### src/rtl/mmio_pkg.sv
// mmio_pkg: shared register offsets and hex-to-segment decoding for the MMIO I/O controller.
//   MMIO_STATUS/SWITCH/DISP/DPMASK : word offsets selected by data_addr[3:2]
//   hex2seg                        : 4-bit value -> active-low {a,b,c,d,e,f,g}
package mmio_pkg;

    typedef enum logic [1:0] {
        MMIO_STATUS = 2'd0,
        MMIO_SWITCH = 2'd1,
        MMIO_DISP   = 2'd2,
        MMIO_DPMASK = 2'd3
    } mmio_reg_e;

    function automatic logic [6:0] hex2seg(input logic [3:0] h);
        case (h)
            4'h0: hex2seg = 7'b0000001;
            4'h1: hex2seg = 7'b1001111;
            4'h2: hex2seg = 7'b0010010;
            4'h3: hex2seg = 7'b0000110;
            4'h4: hex2seg = 7'b1001100;
            4'h5: hex2seg = 7'b0100100;
            4'h6: hex2seg = 7'b0100000;
            4'h7: hex2seg = 7'b0001111;
            4'h8: hex2seg = 7'b0000000;
            4'h9: hex2seg = 7'b0000100;
            4'hA: hex2seg = 7'b0001000;
            4'hB: hex2seg = 7'b1100000;
            4'hC: hex2seg = 7'b0110001;
            4'hD: hex2seg = 7'b1000010;
            4'hE: hex2seg = 7'b0110000;
            default: hex2seg = 7'b0111000;
        endcase
    endfunction

endpackage

### src/rtl/mmio_debounce.sv
// mmio_debounce: 2-flop synchroniser plus optional debounce counter for one push-button.
//   clk, rst : clock, synchronous active-high reset
//   i_pin    : raw asynchronous button, active-high
//   o_level  : debounced level
//   o_rise   : one-cycle pulse, high in the cycle whose closing edge raises o_level
// Macro MMIO_DEBOUNCE_EN: when defined, the level must stay stable DEBOUNCE_CYCLES
// cycles before it is accepted; otherwise the level is the synchroniser output.
module mmio_debounce #(
    parameter int DEBOUNCE_CYCLES = 20
) (
    input  logic clk,
    input  logic rst,
    input  logic i_pin,
    output logic o_level,
    output logic o_rise
);

    logic [1:0] r_sync;

    if (DEBOUNCE_CYCLES < 1) begin : g_bad_cfg
        $error("DEBOUNCE_CYCLES must be >= 1");
    end

    always_ff @(posedge clk) begin
        if (rst) r_sync <= '0;
        else     r_sync <= {r_sync[0], i_pin};
    end

`ifdef MMIO_DEBOUNCE_EN
    localparam int CW = $clog2(DEBOUNCE_CYCLES + 1);

    logic [CW-1:0] r_cnt;
    logic          r_level;
    logic          w_done;

    // The count tracks consecutive cycles the synchronised pin disagrees with the
    // accepted level; any agreeing cycle restarts it, which rejects short glitches.
    assign w_done = (r_sync[1] != r_level) && (r_cnt == CW'(DEBOUNCE_CYCLES - 1));

    always_ff @(posedge clk) begin
        if (rst) begin
            r_cnt   <= '0;
            r_level <= 1'b0;
        end else begin
            r_cnt   <= (r_sync[1] == r_level || w_done) ? '0 : r_cnt + 1'b1;
            r_level <= w_done ? r_sync[1] : r_level;
        end
    end

    assign o_level = r_level;
    assign o_rise  = w_done & r_sync[1];
`else
    // Rise is flagged one stage early so the event lands on the same edge the level rises.
    assign o_level = r_sync[1];
    assign o_rise  = r_sync[0] & ~r_sync[1];
`endif

endmodule

### src/rtl/mmio_io_ctrl.sv
// mmio_io_ctrl: memory-mapped I/O window with button event flags, switches and a
// multiplexed seven-segment display, for the single-cycle MIPS data bus.
//   clk, rst          : clock, synchronous active-high reset
//   write_EN          : CPU store strobe
//   data_addr         : CPU byte address
//   write_data        : store data
//   read_data         : combinational I/O read data, 0 when io_sel=0
//   io_sel            : data_addr falls in the 16-byte window at IO_BASE
//   buttonL, buttonR  : raw push-buttons, active-high
//   switch            : raw switches
//   AN, DP, A2G       : active-low digit enables, decimal point, segments {a..g}
// Macro MMIO_DEBOUNCE_EN: enables the button debounce counters.
module mmio_io_ctrl
    import mmio_pkg::*;
#(
    parameter logic [31:0] IO_BASE         = 32'h0000_0080,
    parameter int          NUM_DIGITS      = 8,
    parameter int          SW_WIDTH        = 16,
    parameter int          DEBOUNCE_CYCLES = 20,
    parameter int          SCAN_DIV        = 1024
) (
    input  logic                clk,
    input  logic                rst,
    input  logic                write_EN,
    input  logic [31:0]         data_addr,
    input  logic [31:0]         write_data,
    output logic [31:0]         read_data,
    output logic                io_sel,
    input  logic                buttonL,
    input  logic                buttonR,
    input  logic [SW_WIDTH-1:0] switch,
    output logic [7:0]          AN,
    output logic                DP,
    output logic [6:0]          A2G
);

    localparam int DW = NUM_DIGITS * 4;
    localparam int PW = $clog2(SCAN_DIV + 1);

    mmio_reg_e             w_off;
    logic                  w_wr;
    logic [1:0]            w_rise;
    logic [1:0]            w_lvl;
    logic [1:0]            w_clr;
    logic                  w_wrap;
    logic [31:0]           w_disp_ext;
    logic [7:0]            w_dpm_ext;
    logic                  w_unused;
    logic [1:0]            r_status;
    logic [DW-1:0]         r_disp;
    logic [NUM_DIGITS-1:0] r_dpmask;
    logic [SW_WIDTH-1:0]   r_sw_s1;
    logic [SW_WIDTH-1:0]   r_sw_s2;
    logic [PW-1:0]         r_pre;
    logic [2:0]            r_idx;

    mmio_debounce #(.DEBOUNCE_CYCLES(DEBOUNCE_CYCLES)) u_db_l (
        .clk(clk), .rst(rst), .i_pin(buttonL), .o_level(w_lvl[0]), .o_rise(w_rise[0])
    );

    mmio_debounce #(.DEBOUNCE_CYCLES(DEBOUNCE_CYCLES)) u_db_r (
        .clk(clk), .rst(rst), .i_pin(buttonR), .o_level(w_lvl[1]), .o_rise(w_rise[1])
    );

    assign io_sel     = data_addr[31:4] == IO_BASE[31:4];
    assign w_off      = mmio_reg_e'(data_addr[3:2]);
    assign w_wr       = write_EN & io_sel;
    assign w_clr      = (w_wr && w_off == MMIO_STATUS) ? write_data[1:0] : 2'b00;
    assign w_wrap     = r_pre == PW'(SCAN_DIV - 1);
    assign w_disp_ext = 32'(r_disp);
    assign w_dpm_ext  = 8'(r_dpmask);
    assign w_unused   = ^{data_addr[1:0], w_lvl};

    always_ff @(posedge clk) begin
        if (rst) begin
            r_status <= '0;
            r_disp   <= '0;
            r_dpmask <= '0;
            r_sw_s1  <= '0;
            r_sw_s2  <= '0;
            r_pre    <= '0;
            r_idx    <= '0;
        end else begin
            // A new event outranks a simultaneous write-1-to-clear.
            r_status <= w_rise | (r_status & ~w_clr);
            r_disp   <= (w_wr && w_off == MMIO_DISP) ? write_data[DW-1:0] : r_disp;
            r_dpmask <= (w_wr && w_off == MMIO_DPMASK) ? write_data[NUM_DIGITS-1:0] : r_dpmask;
            r_sw_s1  <= switch;
            r_sw_s2  <= r_sw_s1;
            r_pre    <= w_wrap ? '0 : r_pre + 1'b1;
            r_idx    <= !w_wrap ? r_idx : (r_idx == 3'(NUM_DIGITS - 1)) ? 3'd0 : r_idx + 3'd1;
        end
    end

    assign read_data = !io_sel                ? 32'd0 :
                       w_off == MMIO_STATUS   ? {30'd0, r_status} :
                       w_off == MMIO_SWITCH   ? 32'(r_sw_s2) :
                       w_off == MMIO_DISP     ? w_disp_ext :
                                                32'(r_dpmask);

    assign AN  = ~(8'd1 << r_idx);
    assign A2G = hex2seg(w_disp_ext[{r_idx, 2'b00} +: 4]);
    assign DP  = ~w_dpm_ext[r_idx];

endmodule

### config.mk
export PLATFORM = sky130hd
export DESIGN_NAME = mmio_io_ctrl
export DESIGN_NICKNAME = d
export VERILOG_FILES = /design/src/rtl/mmio_pkg.sv /design/src/rtl/mmio_debounce.sv /design/src/rtl/mmio_io_ctrl.sv
export SDC_FILE = /design/constraint.sdc
export NUM_CORES = 1
export LEC_CHECK = 0
export ABC_AREA = 0
export CAP_MARGIN = 20
export CORE_UTILIZATION = 45
export CTS_CLUSTER_DIAMETER = 120
export CTS_CLUSTER_SIZE = 28
export DETAILED_ROUTE_END_ITERATION = 16
export PLACE_DENSITY = 0.77
export SLEW_MARGIN = 40
export SYNTH_ARGS = -nofsm -noshare
export SYNTH_HDL_FRONTEND = slang
export SYNTH_HIERARCHICAL = 1
export SYNTH_SLANG_ARGS = --single-unit
### constraint.sdc
create_clock -name clk -period 7.7 [get_ports clk]
set_input_delay 1.155 -clock clk [delete_from_list [all_inputs] [get_ports clk]]
set_output_delay 1.155 -clock clk [all_outputs]
set_load 0.02 [all_outputs]
After elaboration in Yosys (flattened, before gate mapping)
Memory sizes are Yosys's and may differ from the RTL's. Index checks and enable logic that the tools add are counted.

Flip-flop bits (word level): 92. Bits in read-only memories: 112. Input port bits: 85. Word-level logic and storage cells: 44. Memories: 1.

Memories: (no name shown) (depth 16, width 7, read ports 1, clocked after memory_dff 0, wr ports 0, RTL line mmio_pkg.sv:14) `case (h)`.

$add $sub $neg: 2. Order comparisons: 1. Equal/unequal tests: 6. Shift-type cells: 2. Mux-type cells: 8. Bitwise gates (word level): 10. Reductions and logical operators: 5.

Operator list (count): $mux W32 (4); $shiftx A32 B6 Y4 (1); $eq A28 B4 Y1 const B (1); $add A11 B1 Y11 const B (1); $eq A11 B10 Y1 const B (1); $not A8 Y8 (1); $shl A1 B3 Y8 const A (1); $eq A2 B2 Y1 const B (2); $lt A3 B4 Y1 const B (1); $add A3 B1 Y3 const B (1); $and A1 B1 Y1 (3); $bmux W1 S3 (1); $eq A3 B3 Y1 const B (1); $logic_and A1 B1 Y1 (3); $mux W3 (1); $not A1 Y1 (3); $and A2 B2 Y2 (1); $eq A2 B1 Y1 const B (1); $logic_not A2 Y1 (1); $mux W2 (1); $not A2 Y2 (1); $or A2 B2 Y2 (1); $reduce_or A2 Y1 (1); $mux W1 (1).

Depth between registers and ports, before layout
Gate-level depths: netlist of the first run.

Word-level depth: 7. Depth in mapped cells: 8. Mapped depth without buffers: 7.

Hierarchy
Netlist of the first run, hierarchy kept.

By module, submodules not included: mmio_io_ctrl (instances 1, cells an instance 445, area an instance 4454.3 um^2, seq. area each 1761.7 um^2); mmio_debounce (instances 2, cells an instance 5, area an instance 61.3 um^2, seq. area each 40.0 um^2).

Least setup slack after synthesis of the first run
OpenSTA, ideal clock, no wires.

Path type: input -> output. Start point: input port data_addr[9]. End point: output port read_data[24]. Arrival: 2.714 ns. Required time: 6.545 ns. Slack: 3.831 ns. Stages: 7. Cell sequence: nor4b_1 nand4_1 or2_2 clkbuf_1 inv_1 buf_4 and3_1.

Longest elaborated chain between the ends: 2.

RTL lines: from (decl) (RTL line mmio_io_ctrl.sv:25) `input logic [31:0] data_addr,`; $eq A28 B4 Y1 (RTL line mmio_io_ctrl.sv:65) `assign io_sel = data_addr[31:4] == IO_BASE[31:4];`; net io_sel (RTL line mmio_io_ctrl.sv:28) `output logic io_sel,`; $mux W32 (RTL line mmio_io_ctrl.sv:95) `assign read_data = !io_sel ? 32'd0 :`; to (decl) (RTL line mmio_io_ctrl.sv:27) `output logic [31:0] read_data,`.

The timed path passes the listed nets, and every way through them passes these cells.

Final worst setup path of the first run
Start point: input port data_addr[14]. End point: output port read_data[27].

Longest elaborated chain between the ends: 2.

RTL lines (RTL line): $eq A28 B4 Y1 (mmio_io_ctrl.sv:65); $mux W32 (mmio_io_ctrl.sv:95).

Every way passes these cells.

==> results of run 1 <==
==> final timing paths <==
kind,from,endpoint,slack (ps),depth (start not counted)
setup / recovery,data_addr[14],read_data[27],2470,7
hold / removal,r_sw_s1[5]$_SDFF_PP0_,r_sw_s2[5]$_SDFF_PP0_,440,1
setup reg to reg,r_pre[0]$_SDFF_PP0_,r_pre[9]$_SDFF_PP0_,5890,5
hold reg to reg,r_sw_s1[5]$_SDFF_PP0_,r_sw_s2[5]$_SDFF_PP0_,440,1
==> worst max-delay path: stages <==
cell and delay [ps]:
clkdlybuf4s50_1 420, nor4_1 330, nand4_1 290, or2_2 500, inv_1 490, and3_1 280, clkdlybuf4s50_1 610
==> cells by family after synthesis <==
group	after synthesis	share of synthesized area
buffers and inverters	40	0.03909
adders and majority gates	13	0.03554
muxes	73	0.2058
DFF	92	0.4024
AOI/OAI and AO/OA	25	0.04019
and+or+nand+nor	203	0.2597
xor gates and xnor gates	9	0.01722
==> layout by cell type, fill, tap and decap left out, drive strengths merged, types with 2 or more instances in the layout <==
master,instances
nand3,5
ha,13
a31oi,2
nor2,31
a22oi,14
xnor2,4
dfxtp,92
mux2,9
mux4,12
and2,2
nor3,3
buf,4
nor4b,2
xor2,5
mux2i,52
nand2,10
nand4,4
clkdlybuf4s50,130
nor4,7
nor2b,42
or2,2
nand2b,72
clkbuf,9
o21ai,2
o21bai,2
nor3b,2
inv,16
and3,18
==> state kept, by name, indices dropped and copies added (netlist names) <==
name,flops
r_status,2
r_pre,11
r_idx,3
r_disp,32
u_db_r/r_sync,2
u_db_l/r_sync,2
r_sw_s2,16
r_dpmask,8
r_sw_s1,16
==> metrics by stage <==
stage          total power [µW]  instance area, µm²
2_1_floorplan             533.1                4577
3_3_place_gp              580.1                5938
3_5_place_dp              582.4                5938
4_1_cts                   916.8                6145
5_1_grt                   947.6                6157
6_report                  907.2                6157
==> report_power, final <==
| part | leakage [µW] | internal [µW] | switching [µW] |
|---|---|---|---|
| Combinational | 0.00153 | 54.3 | 26.8 |
| Sequential | 0.000750 | 486 | 3.62 |
| Clock | 0.000104 | 156 | 180 |
| Total | 0.00238 | 697 | 210 |
==> per-layer routing <==
layer	global-route usage	up-vias
met1	0.2622	1672
met4	0.06826	0
met2	0.3646	99
li1	-	1792
met3	0.03729	9
met5	0	-
==> cell type report <==
cell class,instances,area (µm²)
fill,860,3662
clock buffer,9,123.9
inverter,12,45.04
timing repair buffer,134,1333
multi-input combinational,323,2565
tap,133,166.4
clock inverter,7,82.58
sequential,92,1842
==> synth_stat cells, types with 2 or more instances <==
master    number  share of area
dfxtp_1       92           0.40
nand2b_1      72          0.098
mux2i_1       50           0.11
nor2b_1       40          0.055
nor2_1        31          0.025
clkbuf_1      20          0.016
and3_1        18          0.025
a22oi_1       14          0.023
ha_1          13          0.036
inv_1         11         0.0090
nand2_1       10         0.0082
mux2_2         9          0.022
mux4_1         9          0.052
nor4_1         7         0.0096
buf_4          5         0.0082
nand3_1        5         0.0055
xor2_1         5         0.0096
nand4_1        4         0.0055
xnor2_1        4         0.0077
mux4_2         3          0.015
nor3_1         3         0.0033
a31oi_1        2         0.0027
and2_1         2         0.0027
buf_2          2         0.0022
nor2b_2        2         0.0038
nor3b_1        2         0.0033
o21ai_0        2         0.0022
o21bai_1       2         0.0033
or2_2          2         0.0027
==> reports/metrics.cfg, run 1 <==
[timing]
period_share = 0.6796
finalSetupViolations = 0
max_slew_margin = 0.4595
setup_slack_ps = 2467
skew_ps = 5.362
fin_tns_setup_ps = 0
hold_viol_final = 0
min_period_ps = 5233
maxSlewViolCount = 0
max_clock_freq_ghz = 0.1911
worstMarginPinSlew_ps = 795.0
rsz0062_at_grt = false
holdWs_ps = 439.7

[global_routing]
grt_pass1_wl_um = 16820
gr-total-overflow = 0
grtUsageTotal = 0.2092
grt_start_max_net_pins = 118
antenna_found_initial = 0
grt_pass1_vias = 3527

[worst_setup_path]
cp.required_ps = 6550
cp_max_fo = 19
worst_setup_path_end_kind = output port
arrival_ps = 4080
crit_type = in2out
cp-start-kind = primary input

[outcome]
status = finished, final reports clean

[route]
wl_met1_um = 4574
drtIter0Drc = 90
wl_met2_um = 5266
ant_nets = 0
viasPerCell = 5.031
num_vias = 3572
route.met3.wl_um = 473
dr.pass1.iters = 4
remaining_drc_errors = 0
routed_wl_um = 10400
wl_per_cell_um = 14.65
dr.max_layer_used = met4

[synth]
synthFlopType = dfxtp_1
ys_types = 43
yosys_warnings = 6
syn_area_per_cell_um2 = 10.06
synth_edf_count = 0
ys_seq_area_frac = 0.4024
syn_area_mm2 = 0.004577
synth-async-reset-ratio = 0
synth_cells = 455
ys_seq_elements = 92
syn_nets = 553

[run]
maxCapViolations = 0

[cts]
clockRootBuffer = clkbuf_8
cts_sinks = 92
worst_skew_pair.late_latency_ps = 350
numCtsBuffers = 9
cts_tree = done
postCtsSetupBuffers = 0
htreeDepth = 3
cts_buffer_depth = 2
ctsResizeCount = 0
ctsHoldBuffers = 0
path_clk_slew_ps = 90

[floorplanning]
fp.dieW_um = 102.9
die_y_um = 102.9
die_area_mm2 = 0.01058
fp.coreArea_mm2 = 0.009819
rows = 36
io_pins = 134
start_util = 0.4661

[pwr]
vdd_drop_max_uv = 104.1
powerDensity_mw_per_mm2 = 147.3
p_leak_uw = 0.002381

[cells_and_area]
diodes = 0
final_cell_count_no_fill = 710
utilization = 0.6270
nets = 670
drive_gt1_frac = 0.07279
area_growth_pct = 34.53

[placement]
hpwl_um = 7618
port_buffers = 131
place_ws_ps = 2479
routabilityCongestion = 0.7566
dp_cells = 694

[hold_path]
hold_path.class = reg2reg

(Power assumes the default switching activity.)
==> run 2: changes to the inputs <==
==> constraint.sdc (replaced) <==
create_clock -name clk -period 5.2 [get_ports clk]
set_input_delay 0.78 -clock clk [delete_from_list [all_inputs] [get_ports clk]]
set_output_delay 0.78 -clock clk [all_outputs]
set_load 0.02 [all_outputs]
==> run 2 against run 1 <==
  * Clock power is 61% higher
  * Sequential share of layout area is 0.23 points lower
  * First-iteration DRC count is 36% higher
  * Global-route usage is 0.64 points lower
  * Count of clock-buffer cells in the layout is 1 higher
  * Critical path type is now reg2out
==> reports/metrics.cfg, run 2 (synthesized netlist as in run 1, its figures left out) <==
[outcome]
status = finished, final reports clean  ; unchanged

[worst_setup_path]
arrival_ps = 3620  ; was 4080 ps
timing.rr.start = r_pre[0]$_SDFF_PP0_  ; unchanged
cp.required_ps = 4420  ; was 6550 ps
reg2reg_to = r_pre[2]$_SDFF_PP0_  ; was r_pre[9]$_SDFF_PP0_
r2r_cells = 5  ; unchanged
cp-start-kind = flop  ; was primary input
worst_setup_path_end_kind = output port  ; unchanged
cp_max_fo = 10  ; was 19
rrSetupSlack_ps = 3360  ; was 5890 ps
crit_type = reg2out  ; was in2out

[global_routing]
grt_pass1_wl_um = 16250  ; was 16,820 µm
grt_use_met1 = 0.2482  ; was 0.2622
busiest_layer = met2  ; unchanged
gr-total-overflow = 0  ; unchanged
use_met2 = 0.3559  ; was 0.3646
grt_start_max_net_pins = 68  ; was 118
grt_use_met3 = 0.04339  ; was 0.03729
grtUsageTotal = 0.2027  ; was 0.2092
grt_pass1_vias = 3470  ; was 3,527
antenna_found_initial = 0  ; unchanged

[cts]
htreeDepth = 3  ; unchanged
cts_tree = done  ; unchanged
cts_sinks = 92  ; unchanged
postCtsSetupBuffers = 0  ; unchanged
ctsHoldBuffers = 0  ; unchanged
clockRootBuffer = clkbuf_8  ; unchanged
worst_skew_pair.late_latency_ps = 360  ; was 350 ps
ctsResizeCount = 0  ; unchanged
cts_buffer_depth = 2  ; unchanged
path_clk_slew_ps = 80  ; was 90 ps
numCtsBuffers = 9  ; unchanged

[timing]
worstMarginPinSlew_ps = 608.2  ; was 795.0 ps
min_period_ps = 4397
max_clock_freq_ghz = 0.2274
skew_ps = 6.753  ; was 5.362 ps
hold_viol_final = 0  ; unchanged
rsz0062_at_grt = false  ; unchanged
fin_tns_setup_ps = 0  ; unchanged
holdWs_ps = 440.0  ; was 439.7 ps
maxSlewViolCount = 0  ; unchanged
max_slew_margin = 0.5829  ; was 0.4595
period_share = 0.8455
finalSetupViolations = 0  ; unchanged
setup_slack_ps = 803.4  ; was 2467 ps

[cells_and_area]
largest_register_ffs = 32  ; unchanged
top_register = r_disp  ; unchanged
diodes = 0  ; unchanged
reg_top3 = r_disp x32, r_sw_s1 x16, r_sw_s2 x16  ; unchanged
final.fill_count = 832  ; was 860
drive_gt1_frac = 0.07759  ; was 0.07279
mostFrequentLayoutCells = 130 x clkdlybuf4s50_1, 92 x dfxtp_1, 72 x nand2b_1, 50 x mux2i_1, 39 x nor2b_1  ; unchanged
nets = 673  ; was 670
final_common_cell = clkdlybuf4s50_1  ; unchanged
area_growth_pct = 35.57  ; was 34.53%

[route]
drtIter0Drc = 122  ; was 90
num_vias = 3553  ; was 3,572
routed_wl_um = 10230  ; was 10,400 µm
viasPerCell = 4.983  ; was 5.031
ant_nets = 0  ; unchanged
remaining_drc_errors = 0  ; unchanged
wl_per_cell_um = 14.35  ; was 14.65 µm
dr.pass1.iters = 5  ; was 4

[floorplanning]
rows = 36  ; unchanged
die_y_um = 102.9  ; unchanged
io_pins = 134  ; unchanged
fp.coreArea_mm2 = 0.009819  ; unchanged
die_area_mm2 = 0.01058  ; unchanged
fp.dieW_um = 102.9  ; unchanged
start_util = 0.4661  ; unchanged

[placement]
routabilityCongestion = 0.7735  ; was 0.7566
place_ws_ps = 795.6  ; was 2479 ps
port_buffers = 131  ; unchanged
hpwl_um = 7513  ; was 7618 µm

[run]
maxCapViolations = 0  ; unchanged

[pwr]
p_leak_uw = 0.002408  ; was 0.002381 µW
powerDensity_mw_per_mm2 = 223.6  ; was 147.3 mW/mm²
vdd_drop_max_uv = 131.7  ; was 104.1 µV
finalPower_uw = 1388  ; was 907.2 µW

[hold_path]
hold_path.class = reg2reg  ; unchanged
hold_start = r_sw_s1[3]$_SDFF_PP0_  ; was r_sw_s1[5]$_SDFF_PP0_
hold_end = r_sw_s2[3]$_SDFF_PP0_  ; was r_sw_s2[5]$_SDFF_PP0_
holdPathStages = 1  ; unchanged

## run 2: changes by cell type in the layout (fill, tap and decap cells not counted)
| cell | change |
|---|---|
| buf_2 | -1 |
| buf_4 | +5 |
| inv_8 | -2 |
| buf_6 | -1 |
| clkinvlp_4 | -1 |
| clkbuf_8 | +1 |
| bufinv_16 | +1 |
| inv_6 | -1 |
| clkinv_4 | +3 |
| clkinv_2 | -1 |
## run 2: power by group
part	leakage [µW]	internal, µW	total [µW]	switching [µW]
Sequential	0.000750	720	725	5.54
Combinational	0.00154	80.8	120	39.2
Clock	0.000117	288	542	254
Total	0.00241	1090	1390	299
## run 2: stage by stage
stage / std cells / cell area (µm²) / utilization
detailed placement: 697 / 5961 / 0.6070
global route: 713 / 6205 / 0.6319
global placement: 697 / 5961 / 0.6070
CTS: 713 / 6193 / 0.6307
floorplan: 455 / 4577 / -
finish: 713 / 6205 / 0.6319
## run 2: worst max-delay path by stage
stage                                      from            end  slack [ps]
after floorplan           r_idx[0]$_SDFFE_PP0P_         A2G[2]        1910
after global placement             data_addr[5]  read_data[27]         840
after detailed placement           data_addr[9]  read_data[17]         800
after CTS                 r_idx[0]$_SDFFE_PP0P_         A2G[6]         770
after global routing      r_idx[0]$_SDFFE_PP0P_         A2G[6]         580
final                     r_idx[0]$_SDFFE_PP0P_         A2G[6]         800
## run 2: final cells by class
class,instances,area [µm²],area share
clock inverters,6,95.09,0.01533
inverters,12,45.04,0.007260
flip-flops and latches,92,1842,0.2968
repair buffers,137,1354,0.2182
multi-input cells,323,2565,0.4134
clock buffers,10,137.6,0.02218
well taps,133,166.4,0.02682
## run 2: worst max-delay path: stages (launching register included)
cell             delay [ps]
dfxtp_1                 700
mux4_1                  660
mux2i_1                 520
inv_1                   150
ha_1                    280
and3_1                  160
a211o_1                 260
clkdlybuf4s50_1         530
## run 2: layer usage
layer	part of all wire	vias up
met1	0.44	1647
met4	0.0093	0
met5	0	-
met2	0.51	101
met3	0.044	10
li1	-	1795
==> run 3: changes to the inputs <==
--- a/config.mk
+++ b/config.mk
@@ -7,7 +7,7 @@
 export LEC_CHECK = 0
 export ABC_AREA = 0
 export CAP_MARGIN = 20
-export CORE_UTILIZATION = 45
+export CORE_UTILIZATION = 43
 export CTS_CLUSTER_DIAMETER = 120
 export CTS_CLUSTER_SIZE = 28
 export DETAILED_ROUTE_END_ITERATION = 16
==> constraint.sdc (replaced) <==
create_clock -name clk -period 3.8 [get_ports clk]
set_input_delay 0.57 -clock clk [delete_from_list [all_inputs] [get_ports clk]]
set_output_delay 0.57 -clock clk [all_outputs]
set_load 0.02 [all_outputs]
==> run 3 against run 2 <==
  * Total power is 38% higher
  * Clock power increased by 38%
  * Sequential cell count unchanged
  * First-iteration DRC count up 22%
  * Non-clock buffer count increased by 10
  * Global-route usage is 0.37 points lower
  * Sequential power grew 37%
  * Sequential share of layout area is 0.45 points lower
  * Final area up 1.6%
  * Register-to-register slack got worse by 1400 ps
  * Combinational power rose by 41%
  * Via count up 2.9%
==> reports/metrics.cfg, run 3 (synthesized netlist as in run 1, its figures left out) <==
[outcome]
status = finished, final reports clean  ; unchanged

[timing]
max_clock_freq_ghz = 0.2778
holdWs_ps = 444.7  ; was 440.0 ps
skew_ps = 12.10  ; was 6.753 ps
maxSlewViolCount = 0  ; unchanged
max_slew_margin = 0.5992  ; was 0.5829
fin_tns_setup_ps = 0  ; unchanged
hold_viol_final = 0  ; unchanged
rsz0062_at_grt = false  ; unchanged
finalSetupViolations = 0  ; unchanged
min_period_ps = 3600
worstMarginPinSlew_ps = 596.2  ; was 608.2 ps
period_share = 0.9474

[cts]
cts_sinks = 92  ; unchanged
htreeDepth = 3  ; unchanged
worst_skew_pair.late_latency_ps = 360  ; about the same
cts_tree = done  ; unchanged
clockRootBuffer = clkbuf_8  ; unchanged
cts_buffer_depth = 2  ; unchanged
numCtsBuffers = 9  ; unchanged
path_clk_slew_ps = 100  ; was 80 ps
ctsHoldBuffers = 0  ; unchanged

[cells_and_area]
mostFrequentLayoutCells = 126 x clkdlybuf4s50_1, 91 x dfxtp_1, 72 x nand2b_1, 49 x mux2i_1, 40 x nor2b_1  ; was 130 x clkdlybuf4s50_1, 92 x dfxtp_1, 72 x nand2b_1, 50 x mux2i_1, 39 x nor2b_1
final_common_cell = clkdlybuf4s50_1  ; unchanged
final.fill_count = 866  ; was 832
stdcell_area_mm2 = 0.006305  ; was 0.006205 mm²
seqCellArea_mm2 = 0.001843  ; was 0.001842 mm²
top_register = r_disp  ; unchanged
drive_gt1_frac = 0.09492  ; was 0.07759
final_cell_count_no_fill = 726  ; was 713
reg_top3 = r_disp x32, r_sw_s1 x16, r_sw_s2 x16  ; unchanged
largest_register_ffs = 32  ; unchanged
area_growth_pct = 37.75  ; was 35.57%
multi_input_area_mm2 = 0.002566  ; was 0.002565 mm²
diodes = 0  ; unchanged
nets = 683  ; was 673

[placement]
placed_area_mm2 = 0.006052  ; was 0.005961 mm²
dp_cells = 710  ; was 697
hpwl_um = 7992  ; was 7513 µm
routabilityCongestion = 0.7685  ; was 0.7735
port_buffers = 131  ; unchanged

[worst_setup_path]
worst_setup_path_end_kind = output port  ; unchanged
r2r_cells = 5  ; unchanged
slowest_delay_ps = 610  ; was 700 ps
cp_slowest_cell = clkdlybuf4s50_1  ; was dfxtp_1
cp.required_ps = 3230  ; was 4420 ps
crit_type = reg2out  ; unchanged
timing.rr.start = r_pre[0]$_SDFF_PP0_  ; unchanged
rrSetupSlack_ps = 1920  ; was 3360 ps
cp-start-kind = flop  ; unchanged
arrival_ps = 3030  ; was 3620 ps
cp_cell_sequence = buf_12, mux4_1, mux2i_1, buf_4, ha_1, inv_1, mux2i_1, mux2i_1, clkdlybuf4s50_1  ; was mux4_1, mux2i_1, inv_1, ha_1, and3_1, a211o_1, clkdlybuf4s50_1
cp-startpoint = r_idx[0]$_SDFFE_PP0P_  ; unchanged
cp_max_fo = 10  ; unchanged
cpMostUsedCell = mux2i_1
reg2reg_to = r_pre[3]$_SDFF_PP0_  ; was r_pre[2]$_SDFF_PP0_

[floorplanning]
start_util = 0.4433  ; was 0.4661
fp.coreArea_mm2 = 0.01032  ; was 0.009819 mm²
die_y_um = 105.2  ; was 102.9 µm
die_area_mm2 = 0.01106  ; was 0.01058 mm²
fp.dieW_um = 105.2  ; was 102.9 µm
rows = 37  ; was 36
io_pins = 134  ; unchanged

[global_routing]
gr-total-overflow = 0  ; unchanged
antenna_found_initial = 0  ; unchanged
grt_pass1_wl_um = 17470  ; was 16,250 µm
grtUsageTotal = 0.1991  ; was 0.2027
grt_pass1_vias = 3738  ; was 3,470
grt_start_max_net_pins = 64  ; was 68

[route]
ant_nets = 0  ; unchanged
num_vias = 3656  ; was 3,553
routed_wl_um = 10780  ; was 10,230 µm
drtIter0Drc = 149  ; was 122
dr.pass1.iters = 4  ; was 5
remaining_drc_errors = 0  ; unchanged
viasPerCell = 5.036  ; was 4.983
wl_per_cell_um = 14.84  ; was 14.35 µm

[run]
maxCapViolations = 0  ; unchanged

[pwr]
p_leak_uw = 0.002522  ; was 0.002408 µW
powerDensity_mw_per_mm2 = 303.1  ; was 223.6 mW/mm²
vdd_drop_max_uv = 183.3  ; was 131.7 µV

[hold_path]
holdPathStages = 1  ; unchanged
hold_start = r_sw_s1[10]$_SDFF_PP0_  ; was r_sw_s1[3]$_SDFF_PP0_
hold_end = r_sw_s2[10]$_SDFF_PP0_  ; was r_sw_s2[3]$_SDFF_PP0_
hold_path.class = reg2reg  ; unchanged

[run 3: repair_timing]
item | 4_1_cts | 5_1_grt
setup buffers | 0 | 0
resized for setup | 1 | 5
endpoints found under the setup margin | 3 | 5
[run 3: area by class of cell]
class	instances	share of cell area
multi-input cells	323	0.4070
flip-flops and latches	92	0.2923
repair buffers	147	0.2302
well taps	136	0.02699
clock buffers	9	0.01965
clock inverters	7	0.01667
inverters	12	0.007144
[run 3: worst max path at each step]
| stage | endpoint | slack [ps] | cells past startpoint |
|---|---|---|---|
| 2_1_floorplan | A2G[2] | 720 | 7 |
| 3_3_place_gp | read_data[21] | 380 | 8 |
| 3_5_place_dp | read_data[21] | 360 | 8 |
| 4_1_cts | A2G[5] | 50 | 9 |
| 5_1_grt | A2G[3] | 50 | 9 |
| 6_report | A2G[3] | 200 | 9 |
[run 3: power by group]
group | total (µW) | switching [µW] | internal [µW]
registers | 993 | 7.60 | 985
logic | 169 | 56.2 | 112
clock network | 749 | 367 | 382
total | 1910 | 431 | 1480
[run 3: critical path: cells and delay by family, from the launching register on]
kind                       cells  cell delay (ps)
buffers and inverters          4             1010
adders and majority gates      1              220
DFF                            1              420
muxes                          4             1000
[run 3: per-stage QoR]
step	power [µW]	worst slack (ps)	util
3_5_place_dp	1183	356.8	0.5862
3_3_place_gp	1179	376.6	0.5862
6_report	1911	199.9	0.6107
4_1_cts	1924	47.52	0.6085
5_1_grt	1981	47.11	0.6107
2_1_floorplan	1080	719.3	-
[run 3: metal layers]
layer  share of wire  GRT usage
met1            0.44     0.2362
met4          0.0085    0.05131
met2            0.51     0.3586
met5               0          0
met3           0.046    0.04741
